## config.mk

```make
export PLATFORM = sky130hd
export DESIGN_NAME = seg7_para_bcd
export DESIGN_NICKNAME = d
export VERILOG_FILES = /design/src/rtl/seg7_para_bcd.sv
export SDC_FILE = /design/constraint.sdc
export NUM_CORES = 1
export LEC_CHECK = 0
export CORE_MARGIN = 5
export CORE_UTILIZATION = 45
export CTS_BUF_LIST = sky130_fd_sc_hd__clkbuf_4 sky130_fd_sc_hd__clkbuf_8
export DETAILED_ROUTE_END_ITERATION = 7
export PLACE_DENSITY = 0.68
export RECOVER_POWER = 100
export SETUP_SLACK_MARGIN = 0.2
export SLEW_MARGIN = 30
export SYNTH_ARGS = -nofsm -noshare
export SYNTH_HDL_FRONTEND = slang
export SYNTH_SLANG_ARGS = --single-unit
```

## constraint.sdc

```tcl
create_clock -name clk -period 3 [get_ports clk]
set_clock_uncertainty 0.1 [all_clocks]
set_input_delay 0.45 -clock clk [delete_from_list [all_inputs] [get_ports clk]]
set_output_delay 0.45 -clock clk [all_outputs]
set_load 0.03 [all_outputs]
```

## src/rtl/seg7_para_bcd.sv

```systemverilog
// Purpose: recover a 4-digit BCD frame from a multiplexed active-low 7-segment bus via a stability filter.
// Latency: slot written on the ESTAVEL-th identical sample edge; digitos/valido update one edge after the last slot write.
// Backpressure: none on the bus; an unread frame is overwritten and flagged via sobrescrito.
module seg7_para_bcd #(
    parameter int unsigned ESTAVEL = 4
) (
    input  logic        clk,
    input  logic        reset,
    input  logic [6:0]  display,
    input  logic [3:0]  anodo,
    input  logic        ler,
    output logic [15:0] digitos,
    output logic        valido,
    output logic        erro,
    output logic        sobrescrito
);

    typedef enum logic [1:0] {
        ESPERA   = 2'd0,
        CONTANDO = 2'd1,
        GRAVADO  = 2'd2
    } estado_t;

    localparam logic [7:0] ALVO = 8'(ESTAVEL);

    estado_t     estado_q, estado_d;
    logic [10:0] amostra_q, amostra_d;
    logic [7:0]  cont_q, cont_d;
    logic [15:0] slot_q, slot_d;
    logic [3:0]  capt_q, capt_d;
    logic [15:0] digitos_q, digitos_d;
    logic        valido_q, valido_d;
    logic        erro_q, erro_d;
    logic        sobr_q, sobr_d;

    logic [10:0] amostra;
    logic        muda;
    logic        grava;
    logic        sel_ok;
    logic [1:0]  indice;
    logic [3:0]  valor;
    logic        completo;
    logic [7:0]  cont_inc;

    // Segment pattern (g..a, active-low) to BCD; anything unrecognised is 4'hF.
    function automatic logic [3:0] decodifica(input logic [6:0] seg);
        logic [3:0] r;
        case (seg)
            7'b1000000: r = 4'd0;
            7'b1111001: r = 4'd1;
            7'b0100100: r = 4'd2;
            7'b0110000: r = 4'd3;
            7'b0011001: r = 4'd4;
            7'b0010010: r = 4'd5;
            7'b0000010: r = 4'd6;
            7'b1111000: r = 4'd7;
            7'b0000000: r = 4'd8;
            7'b0010000: r = 4'd9;
            default:    r = 4'hF;
        endcase
        return r;
    endfunction

    // Digit select: a write is only allowed when exactly one anode line is low.
    always_comb begin
        sel_ok = 1'b1;
        indice = 2'd0;
        case (anodo)
            4'b1110: indice = 2'd0;
            4'b1101: indice = 2'd1;
            4'b1011: indice = 2'd2;
            4'b0111: indice = 2'd3;
            default: sel_ok = 1'b0;
        endcase
    end

    // Stability filter; ESPERA forces the first post-reset sample to count as a change.
    always_comb begin
        amostra   = {anodo, display};
        muda      = (estado_q == ESPERA) || (amostra != amostra_q);
        cont_inc  = cont_q + 8'd1;
        estado_d  = estado_q;
        amostra_d = amostra_q;
        cont_d    = cont_q;
        grava     = 1'b0;
        if (muda) begin
            amostra_d = amostra;
            cont_d    = 8'd1;
            estado_d  = CONTANDO;
        end else if (estado_q == CONTANDO) begin
            cont_d = cont_inc;
            if (cont_inc == ALVO) begin
                estado_d = GRAVADO;
                grava    = sel_ok;
            end
        end
    end

    // Slot capture and frame hand-off; a completing frame clears captured bits before this edge's write lands.
    always_comb begin
        valor     = decodifica(display);
        completo  = &capt_q;
        slot_d    = slot_q;
        capt_d    = completo ? 4'b0000 : capt_q;
        digitos_d = digitos_q;
        valido_d  = valido_q;
        erro_d    = erro_q;
        sobr_d    = sobr_q;
        if (grava) begin
            slot_d[{indice, 2'b00} +: 4] = valor;
            capt_d = capt_d | (4'b0001 << indice);
            if (valor == 4'hF) begin
                erro_d = 1'b1;
            end
        end
        if (completo) begin
            digitos_d = slot_q;
            valido_d  = 1'b1;
            if (valido_q && !ler) begin
                sobr_d = 1'b1;
            end
        end else if (ler && valido_q) begin
            valido_d = 1'b0;
        end
    end

    // State registers with synchronous reset.
    always_ff @(posedge clk) begin
        if (reset) begin
            estado_q  <= ESPERA;
            amostra_q <= '1;
            cont_q    <= 8'd0;
            slot_q    <= 16'hFFFF;
            capt_q    <= 4'b0000;
            digitos_q <= 16'hFFFF;
            valido_q  <= 1'b0;
            erro_q    <= 1'b0;
            sobr_q    <= 1'b0;
        end else begin
            estado_q  <= estado_d;
            amostra_q <= amostra_d;
            cont_q    <= cont_d;
            slot_q    <= slot_d;
            capt_q    <= capt_d;
            digitos_q <= digitos_d;
            valido_q  <= valido_d;
            erro_q    <= erro_d;
            sobr_q    <= sobr_d;
        end
    end

    assign digitos     = digitos_q;
    assign valido      = valido_q;
    assign erro        = erro_q;
    assign sobrescrito = sobr_q;

endmodule

```

==> flow_summary_export.csv <==
group,metric,value,unit
outcome,status,"completed",
critical_path,cpPeakStageDelay,0.47,ns
global_route,grt_pass1_vias,2323,
drt,finalWirelength,6180,µm
critical_path,worst-path-max-fanout,29,
final_layout,multi_input_area,0.00160,mm²
yosys,yosys_warnings,0,
die,io_pins,33,
clock_network,clk_path_buf_depth,2,
final_layout,drive_gt1_share,13.3,%
drt,route.detailed.drc,0,
clock_network,cts-root-buf,"clkbuf_8",
place,routabilityCongestion,0.835,
drt,avgRoutedWirePerCell,13.8,µm
yosys,avgSynthCellArea,9.09,µm²
yosys,ys_types,55,
timing,hold_viol,0,
die,initial_core_util,45.4,%
yosys,synth-edff-count,0,
critical_path,end_kind,"flop",
clock_network,cts_resized,0,
timing,maxSlewViolCount,0,
global_route,antenna_found_initial,0,
clock_network,clk_latency,0.34,ns
die,num_rows,30,
yosys,synth_ff_type,"dfxtp_1",
final_layout,final_area,0.00356,mm²
place,hpwl,4400,µm
power_and_ir_drop,p_int,1.27,mW
yosys,synthTopCellsByCount,"dfxtp_1 (60), nand2_1 (31), o211ai_1 (19)",
yosys,synth_compound_area_share,17.6,%
yosys,async_flop_share,0,%
final_layout,finalNetCount,386,
final_layout,regArea,0.00120,mm²
drt,drt_pre_antenna_iters,4,
clock_network,path_clk_slew,0.07,ns
yosys,yosysSeqAreaShare,39.6,%
place,port_buffers,32,
yosys,synth_top_area_cell,"dfxtp_1",
power_and_ir_drop,swShare,24.6,%
critical_path,cp-start-kind,"flop",
power_and_ir_drop,p_switching,0.414,mW
clock_network,h-tree-depth,3,
critical_path,crit_required,3.13,ns
yosys,synthAdderAreaFrac,3.71,%
drt,drt_iter0_markers,146,
final_layout,fin_util,53.3,%
clock_network,cts_buffers,9,
timing,min_period,2.56,ns
place,dp_slack,0.126,ns
die,core-area,0.00668,mm²
critical_path,worstSetupPathType,"reg2reg",
timing,max_slew_margin,15.9,%
drt,postRouteAntennaNets,0,
timing,worst_slack,0.439,ns
clock_network,post_cts_buffers,0,
yosys,syn_inst,334,
global_route,grt_max_degree,34,
global_route,grt_pass1_wl,10900,µm
min_path,hold_depth,1,
yosys,synth_xor_xnor_area_share,6.06,%
clock_network,cts_hold_buf,0,
final_layout,n_fill_cell,635,
power_and_ir_drop,p_per_area,472,mW/mm²
yosys,ys_seq_elements,60,
power_and_ir_drop,p_clk_share,43.8,%
critical_path,arrival,2.70,ns
yosys,synth-simple-area-share,25.5,%
yosys,syn-num-nets,357,
place,placed_cell_area,0.00339,mm²
final_layout,n_antenna_cell,0,
timing,setup_viol,0,
clock_network,cts_tree,"done",
timing,finalHoldWorstSlack,0.357,ns
timing,fin_tns_setup,0,ns
global_route,overflow,0,
die,die_width,92.1,µm
clock_network,clock-sinks,60,
yosys,synth_top_cell_area_share,39.6,%
drt,dr_total_vias,2438,
die,die_area,0.00849,mm²
global_route,grt_use_total,16.0,%
timing,tightestPinTransition,1.26,ns
timing,fmax,390,MHz
run,maxCapViolCount,0,
critical_path,reg2reg_depth,7,
yosys,syn_area,0.00304,mm²
timing,rsz0062_at_grt,"false",
final_layout,syn2layout_area_growth,17.3,%
yosys,synthTopCellsByArea,"dfxtp_1 (40%), o211ai_1 (4.7%), xnor2_1 (4.3%)",
yosys,synth_top_family_by_area,"simple AND/OR/NAND/NOR gates",
critical_path,worstPathCellList,"ha_1 > and3_1 > o2111ai_1 > a211oi_2 > clkbuf_2 > nand3_1 > a211o_1",
die,die_h,92.1,µm
yosys,synth_mux_area_share,0.330,%
timing,timing.final.crit_share,85.4,%
power_and_ir_drop,ir_drop,395,µV
critical_path,slowest_stage,"dfxtp_1",
power_and_ir_drop,power_leakage,1.44,nW
yosys,synth.most_common_cell,"dfxtp_1",
drt,routed_via_density,5.44,
power_and_ir_drop,comb_power_share,8.0,%
critical_path,rrSetupSlack,0.44,ns
min_path,worstHoldPathType,"reg2reg",
power_and_ir_drop,seq_power_share,48.2,%
==> routing by layer <==
layer  part of all wire (%)  track usage, %  up-vias  wire length [µm]
met5                      0               0        -                 0
met1                     47            19.6     1130              2920
met2                     47            25.9       44              2930
li1                       -               -     1257                 -
met4                    1.0            5.32        0                64
met3                    4.3            5.82        7               263
==> flip-flops by register name, summed over array words and instances, names as in the netlist <==
signal       count
amostra_q       11
capt_q           4
cont_q           8
digitos         16
erro             1
estado_q         2
slot_q          16
sobrescrito      1
valido           1
==> critical path: cells and delay by family (launching register included) <==
family / cells / cell delay, ns
buffers and inverters: 1 / 0.47
flip-flops: 1 / 0.47
AND/OR/NAND/NOR: 2 / 0.36
adder cells (fa/ha/maj): 1 / 0.34
AO/OA/AOI/OAI: 3 / 0.71
==> worst paths after layout <==
| path | from | endpoint |
|---|---|---|
| worst max-delay path | cont_q[0] | slot_q[14] |
| worst min register to register | sobrescrito | sobrescrito |
| worst max register to register | cont_q[0] | slot_q[14] |
| worst min-delay path | sobrescrito | sobrescrito |
==> power groups by stage <==
stage	clock [mW]	sequential (mW)	combinational, mW
final	0.737	0.811	0.134
after global routing	0.799	0.812	0.149
after CTS	0.765	0.811	0.137
after detailed placement	0	0.829	0.137
after global placement	0	0.829	0.135
after floorplan	0	0.828	0.0956
==> layout make-up <==
class | instances | share of cell area (%)
tap | 80 | 2.81
clock buffer | 10 | 3.86
inverter | 19 | 2.00
timing repair buffer | 43 | 11.0
sequential | 60 | 33.7
clock inverter | 6 | 1.79
multi-input combinational | 230 | 44.8
==> through the flow <==
step / total power, mW / std cells
floorplan: 0.924 / 334
global route: 1.76 / 448
detailed placement: 0.966 / 432
global placement: 0.964 / 432
CTS: 1.71 / 448
finish: 1.68 / 448
==> cell families (layout without fill, tap and decap cells) <==
family | after synthesis | in the layout
muxes | 1 | 1
AOI/OAI and AO/OA | 67 | 67
buffers and inverters | 44 | 78
DFF | 60 | 60
adders and majority gates | 9 | 9
xor gates and xnor gates | 21 | 21
and+or+nand+nor | 132 | 132
==> layout by cell type, fill, tap and decap left out, types with 11 or more instances in the layout <==
cell             instances
inv_1                   19
o211ai_1                21
dlygate4sd3_1           21
xnor2_1                 15
or2_2                   13
a31oi_1                 11
nand2_1                 31
nand4_1                 15
dfxtp_1                 60
nor2_1                  15
clkdlybuf4s50_1         11
Note: power is estimated with default switching activity, not from simulation.
==> patch 1: new RTL, same flow settings <==
Make the reset (`reset`) asynchronous in one clocked block. Comments in the files are not updated.
--- a/src/rtl/seg7_para_bcd.sv
+++ b/src/rtl/seg7_para_bcd.sv
@@ -125,7 +125,7 @@
     end
 
     // State registers with synchronous reset.
-    always_ff @(posedge clk) begin
+    always_ff @(posedge clk or posedge reset) begin
         if (reset) begin
             estado_q  <= ESPERA;
             amostra_q <= '1;
Behaviour: differs if reset is asserted again (counterexample within 10 cycles, from zero or initial values and one cycle with reset high); with reset held inactive, the same outputs for 10 cycles.
==> patch 1 against the original RTL <==
Sequential power rose by 2%. Clock power rose by 6.2%. Critical path type is now in -> reg. Sequential cell count stayed put. Design area fell by 0.98%. Core utilization grew 1.9 points. Count of clock-buffer cells in the layout up 5. Fmax is 0.56% lower. Highest routed layer unchanged. Setup slack got worse by 0.014 ns. Synthesized area down 2.3%. Power grew 1.9%. Die area shrank 2.1%. Routed wire length down 11%.
==> patch 1: results (changes against the original RTL) <==
* Clock tree buffer depth at 2 (unchanged)
* CP Data Arrival Time at 2.73 ns (+0.03 ns)
* Share of cells above drive strength 1 at 28.6% (+15 points)
* # Post-CTS Setup Buffers at 0 (unchanged)
* Worst Setup EP: slot_q[2]$_DFFE_PP1P_
* CP Max Fanout at 10 (-66%)
* Number of global-route vias before repair at 2067 (-11%)
* R2r setup slk at 0.52 ns (+0.08 ns)
* Clock-pin slew on the worst setup and hold paths at 0.06 ns
* Fin. max-slew vios at 0 (unchanged)
* Worst-Skew Late Latency at 0.33 ns
* Worst path slowest cell: dlygate4sd3_1
* DP Worst Slack at 0.230 ns (+0.104 ns)
* Crit-path max cell delay at 0.67 ns (+0.20 ns)
* Top delay family on crit path: buffers and inverters
* Post-synth top cells: 43 x dfstp_2, 22 x nand2_1, 18 x xor2_1
* Crit. Startpoint: display[0]
* Post-Syn Nets at 283 (-21%)
* First-pass GRT wire length at 10000 um (-8.0%)
* Async SR Flop Fraction at 100% (+100 points)
* Post-place instance area at 0.00337 mm2 (-0.70%)
* HP Class: reg -> reg
* Count of cell types in the netlist at 51 (-7.3%)
* Ant. Diodes at 0 (unchanged)
* Min Tclk post-route at 2.58 ns (+0.0143 ns)
* GP Congestion at 0.851 (+2.0%)
* Fillers at 573 (-9.8%)
* Hold WS at 0.380 ns (+0.0228 ns)
* Fin nets at 314 (-19%)
* Largest net degree at the start of global routing at 35 (+2.9%)
* Root Buffer: clkbuf_8
* Overall Global Routing Usage at 14.7% (-1.3 points)
* Share of the synthesized area in the top cell type at 38.1% (-1.5 points)
* P_leak at 1.58 nW (+10%)
* Initial antenna violation count at 0 (unchanged)
* DR pass1 iterations at 4 (unchanged)
* Worst r2r src: cont_q[0]$_DFFE_PP0P_
* Initial DRC count at 64 (-56%)
* Yosys warns at 0 (unchanged)
* DR vias at 1971 (-19%)
* Worst VDD drop at 197 uV (-50%)
* Worst relative slew slack at 33.5% (+18 points)
* Synth area leaders: dfstp_2 38%, dfrtp_1 14%, xor2_1 5.3%
* Post_cts resized at 0 (unchanged)
* Sequential area share after synthesis at 52.4% (+13 points)
* IO buf count at 32 (unchanged)
* R2r worst-path depth at 6 (-1)
* Detailed Place HPWL at 3860 um (-12%)
* Outcome: finished clean
* H-tree Lvls at 3 (unchanged)
* Final WL at 5490 um (-11%)
-- patch 1: worst reg2reg max path: stages, from the launching register on --
cell	delay, ns
dfrtp_1	0.43
ha_1	0.24
or4b_4	0.50
nor4_4	0.19
and3_4	0.35
nand3_1	0.25
mux2_4	0.36
-- patch 1: area by class of cell --
class / count / area [um2] / area share (%)
flip-flops and latches: 60 / 1560 / 44.1
clock inverters: 1 / 30.0 / 0.851
clock buffers: 15 / 188 / 5.32
multi-input cells: 169 / 1250 / 35.4
inverters: 10 / 37.5 / 1.06
repair buffers: 42 / 370 / 10.5
well taps: 77 / 96.3 / 2.73
-- patch 1: power breakdown --
group	total, mW	internal, mW	leakage, nW	switching (mW)
clock	0.783	0.481	0.114	0.302
combinational	0.103	0.0407	0.798	0.0620
sequential	0.828	0.825	0.669	0.00317
-- patch 1: layer usage --
metal | global-route usage [%] | share of wire (%) | vias up | wire, um
met5 | 0 | 0 | - | 0
met4 | 6.85 | 1.5 | 0 | 82
met3 | 3.06 | 4.6 | 9 | 251
met2 | 21.9 | 45 | 41 | 2450
met1 | 20.6 | 49 | 960 | 2700
li1 | - | - | 961 | -
-- patch 1: metrics by stage --
step | util [%] | std cells
floorplan | - | 261
global placement | 52.7 | 358
detailed placement | 52.7 | 358
CTS | 56.1 | 374
global route | 55.2 | 374
finish | 55.2 | 374
-- patch 1: worst min path at each step --
stage,to,cells after the start,startpoint
floorplan,capt_q[0]$_DFF_PP0_,2,capt_q[0]$_DFF_PP0_
global placement,sobrescrito$_DFFE_PP0P_,1,sobrescrito$_DFFE_PP0P_
CTS,slot_q[0]$_DFFE_PP1P_,1,slot_q[0]$_DFFE_PP1P_
detailed placement,erro$_DFFE_PP0P_,1,erro$_DFFE_PP0P_
global route,digitos[13]$_DFFE_PP1P_,2,digitos[13]$_DFFE_PP1P_
finish,digitos[13]$_DFFE_PP1P_,2,digitos[13]$_DFFE_PP1P_
-- patch 1: kinds of logic (layout without fill, tap and decap cells) --
kind of cell | after synthesis | after routing | synth area share (%)
buf+inv | 32 | 68 | 4.77
xor+xnor | 22 | 22 | 6.49
mux | 20 | 20 | 7.59
compound gates | 34 | 34 | 8.01
flops | 60 | 60 | 52.4
fa+ha+maj | 8 | 8 | 3.37
simple gates | 85 | 85 | 17.3
==> patch 2: new RTL, same flow settings <==
Without the edit above. Encoding of `estado_t`: now one-hot (3 bits for 3 values).
--- a/src/rtl/seg7_para_bcd.sv
+++ b/src/rtl/seg7_para_bcd.sv
@@ -15,10 +15,10 @@
     output logic        sobrescrito
 );
 
-    typedef enum logic [1:0] {
-        ESPERA   = 2'd0,
-        CONTANDO = 2'd1,
-        GRAVADO  = 2'd2
+    typedef enum logic [2:0] {
+        ESPERA   = 3'b001,
+        CONTANDO = 3'b010,
+        GRAVADO  = 3'b100
     } estado_t;
 
     localparam logic [7:0] ALVO = 8'(ESTAVEL);
Behaviour: same outputs for any inputs over 10 cycles, from zero or initial values and one cycle with reset high; not proved beyond that.
==> patch 2 against the original RTL <==
Design area shrank 2.6%. Routed wire length shrank 9.3%. Synthesized area shrank 5.2%. Clock power shrank 14%. Power shrank 6.1%. Sequential share of layout area grew 1.5 points. Setup slack lost 0.21 ns. Sequential cell count grew 1. Non-clock buffer count grew 4. Critical path type is now in -> reg. Critical endpoint is now slot_q[4]$_SDFFE_PP1P_.
==> patch 2: results (changes against the original RTL) <==
* Outcome: finished clean
* DP Worst Slack at 0.0184 ns (-0.108 ns)
* Worst r2r src: estado_q[1]$_SDFFE_PP0P_
* Met3 Wirelength at 244 um (-7.2%)
* Synth area leaders: dfxtp_1 42%, nand2_1 5.6%, xor2_1 4.9%
* DR vias at 2253 (-7.6%)
* HP Class: reg -> reg
* Initial antenna violation count at 0 (unchanged)
* Fin nets at 373 (-3.4%)
* Met2 wire length at 2530 um (-14%)
* Count of cell types in the netlist at 49 (-11%)
* CP Max Fanout at 8 (-72%)
* H-tree Lvls at 3 (unchanged)
* Clock-pin slew on the worst setup and hold paths at 0.07 ns (about the same)
* Sequential area share after synthesis at 42.4% (+2.9 points)
* WL met1 at 2720 um (-6.7%)
* Detailed Place HPWL at 4060 um (-7.6%)
* Min-delay src: digitos[12]$_SDFFE_PP1P_
* Worst path slowest cell: a2111oi_0
* CP Data Arrival Time at 2.90 ns (+0.20 ns)
* First-pass GRT wire length at 9800 um (-10%)
* Yosys warns at 0 (unchanged)
* Fin cells at 432 (-3.6%)
* Cts bufs inserted at 9 (unchanged)
* Post_cts resized at 0 (unchanged)
* Clock tree buffer depth at 2 (unchanged)
* Placed insts at 416 (-3.7%)
* Crit-path max cell delay at 0.54 ns (+0.07 ns)
* Worst VDD drop at 343 uV (-13%)
* Crit. Startpoint: anodo[2]
* Overall Global Routing Usage at 14.6% (-1.4 points)
* Root Buffer: clkbuf_8
* Worst-Skew Late Latency at 0.34 ns (about the same)
* Top sig layer: met4
* Fillers at 605 (-4.7%)
* Worst Max-Slew Pin Slew at 1.30 ns (+0.0337 ns)
* Share of cells above drive strength 1 at 14.1% (+0.77 points)
* Initial DRC count at 97 (-34%)
* Avg Cell Area, Syn at 9.31 um2 (+2.4%)
* Largest net degree at the start of global routing at 39 (+15%)
* Post-Syn Nets at 332 (-7.0%)
* P_leak at 1.31 nW (-8.9%)
* GP Congestion at 0.838 (+0.38%)
* Async SR Flop Fraction at 0% (unchanged)
* IO buf count at 32 (unchanged)
* Fin. max-slew vios at 0 (unchanged)
* DR WL/cell at 13.0 um (-5.9%)
* Number of global-route vias before repair at 2146 (-7.6%)
* Post-synth top cells: 61 x dfxtp_1, 43 x nand2_1, 25 x nor2_1
## patch 2: cell count changes after synthesis, moves of 10 or more
cell	unedited run	this run
a221o_1	0	12
xor2_1	6	16
nand3b_1	2	16
nand2_1	31	43
o211ai_1	19	0
a31oi_1	11	1
nor2_1	15	25
inv_1	18	2
buf_2	11	1
## patch 2: layout make-up
cell class / instances / area, um2 / area share, %
multi-input combinational: 229 / 1550 / 44.5
sequential: 61 / 1220 / 35.2
clock inverter: 7 / 51.3 / 1.48
timing repair buffer: 47 / 425 / 12.3
inverter: 2 / 7.51 / 0.216
clock buffer: 9 / 124 / 3.57
tap: 77 / 96.3 / 2.78
## patch 2: path summary, 6_finish.rpt
path,endpoint,slack (ns),cells after the start
setup / recovery,slot_q[4]$_SDFFE_PP1P_,0.23,8
hold / removal,digitos[12]$_SDFFE_PP1P_,0.36,2
setup reg to reg,slot_q[4]$_SDFFE_PP1P_,0.38,7
hold reg to reg,digitos[12]$_SDFFE_PP1P_,0.36,2
## patch 2: power breakdown
group	leakage [nW]	internal (mW)	switching, mW	total, mW
Sequential	0.497	0.820	0.00562	0.825
Clock	0.0856	0.301	0.331	0.632
Combinational	0.725	0.0585	0.0639	0.122
Total	1.31	1.18	0.401	1.58
## patch 2: cell families after synthesis
kind of cell    after synthesis  synth area share, %
simple gates                157                 32.0
flops                        61                 42.4
compound gates               39                 11.0
xor+xnor                     24                 7.30
buf+inv                      19                 3.30
fa+ha+maj                     9                 3.91
## patch 2: per-stage QoR
stage	cell area [um2]	total power [mW]	util [%]
global placement	3320	0.966	52.9
floorplan	2880	0.921	-
detailed placement	3320	0.967	52.9
finish	3470	1.58	55.3
CTS	3490	1.61	55.7
global route	3470	1.66	55.3
## patch 2: worst max-delay path, delay by kind of cell
| kind | cells | cell delay [ns] |
|---|---|---|
| and+or+nand+nor | 3 | 0.59 |
| AOI/OAI and AO/OA | 2 | 0.92 |
| buffers and inverters | 2 | 0.75 |
| xor gates and xnor gates | 1 | 0.19 |
## patch 2: routing by layer
metal  vias to the layer above  GRT usage (%)
met5                         -              0
met3                         9           5.18
li1                       1188              -
met1                      1016           18.3
met4                         0           7.44
met2                        40           22.1
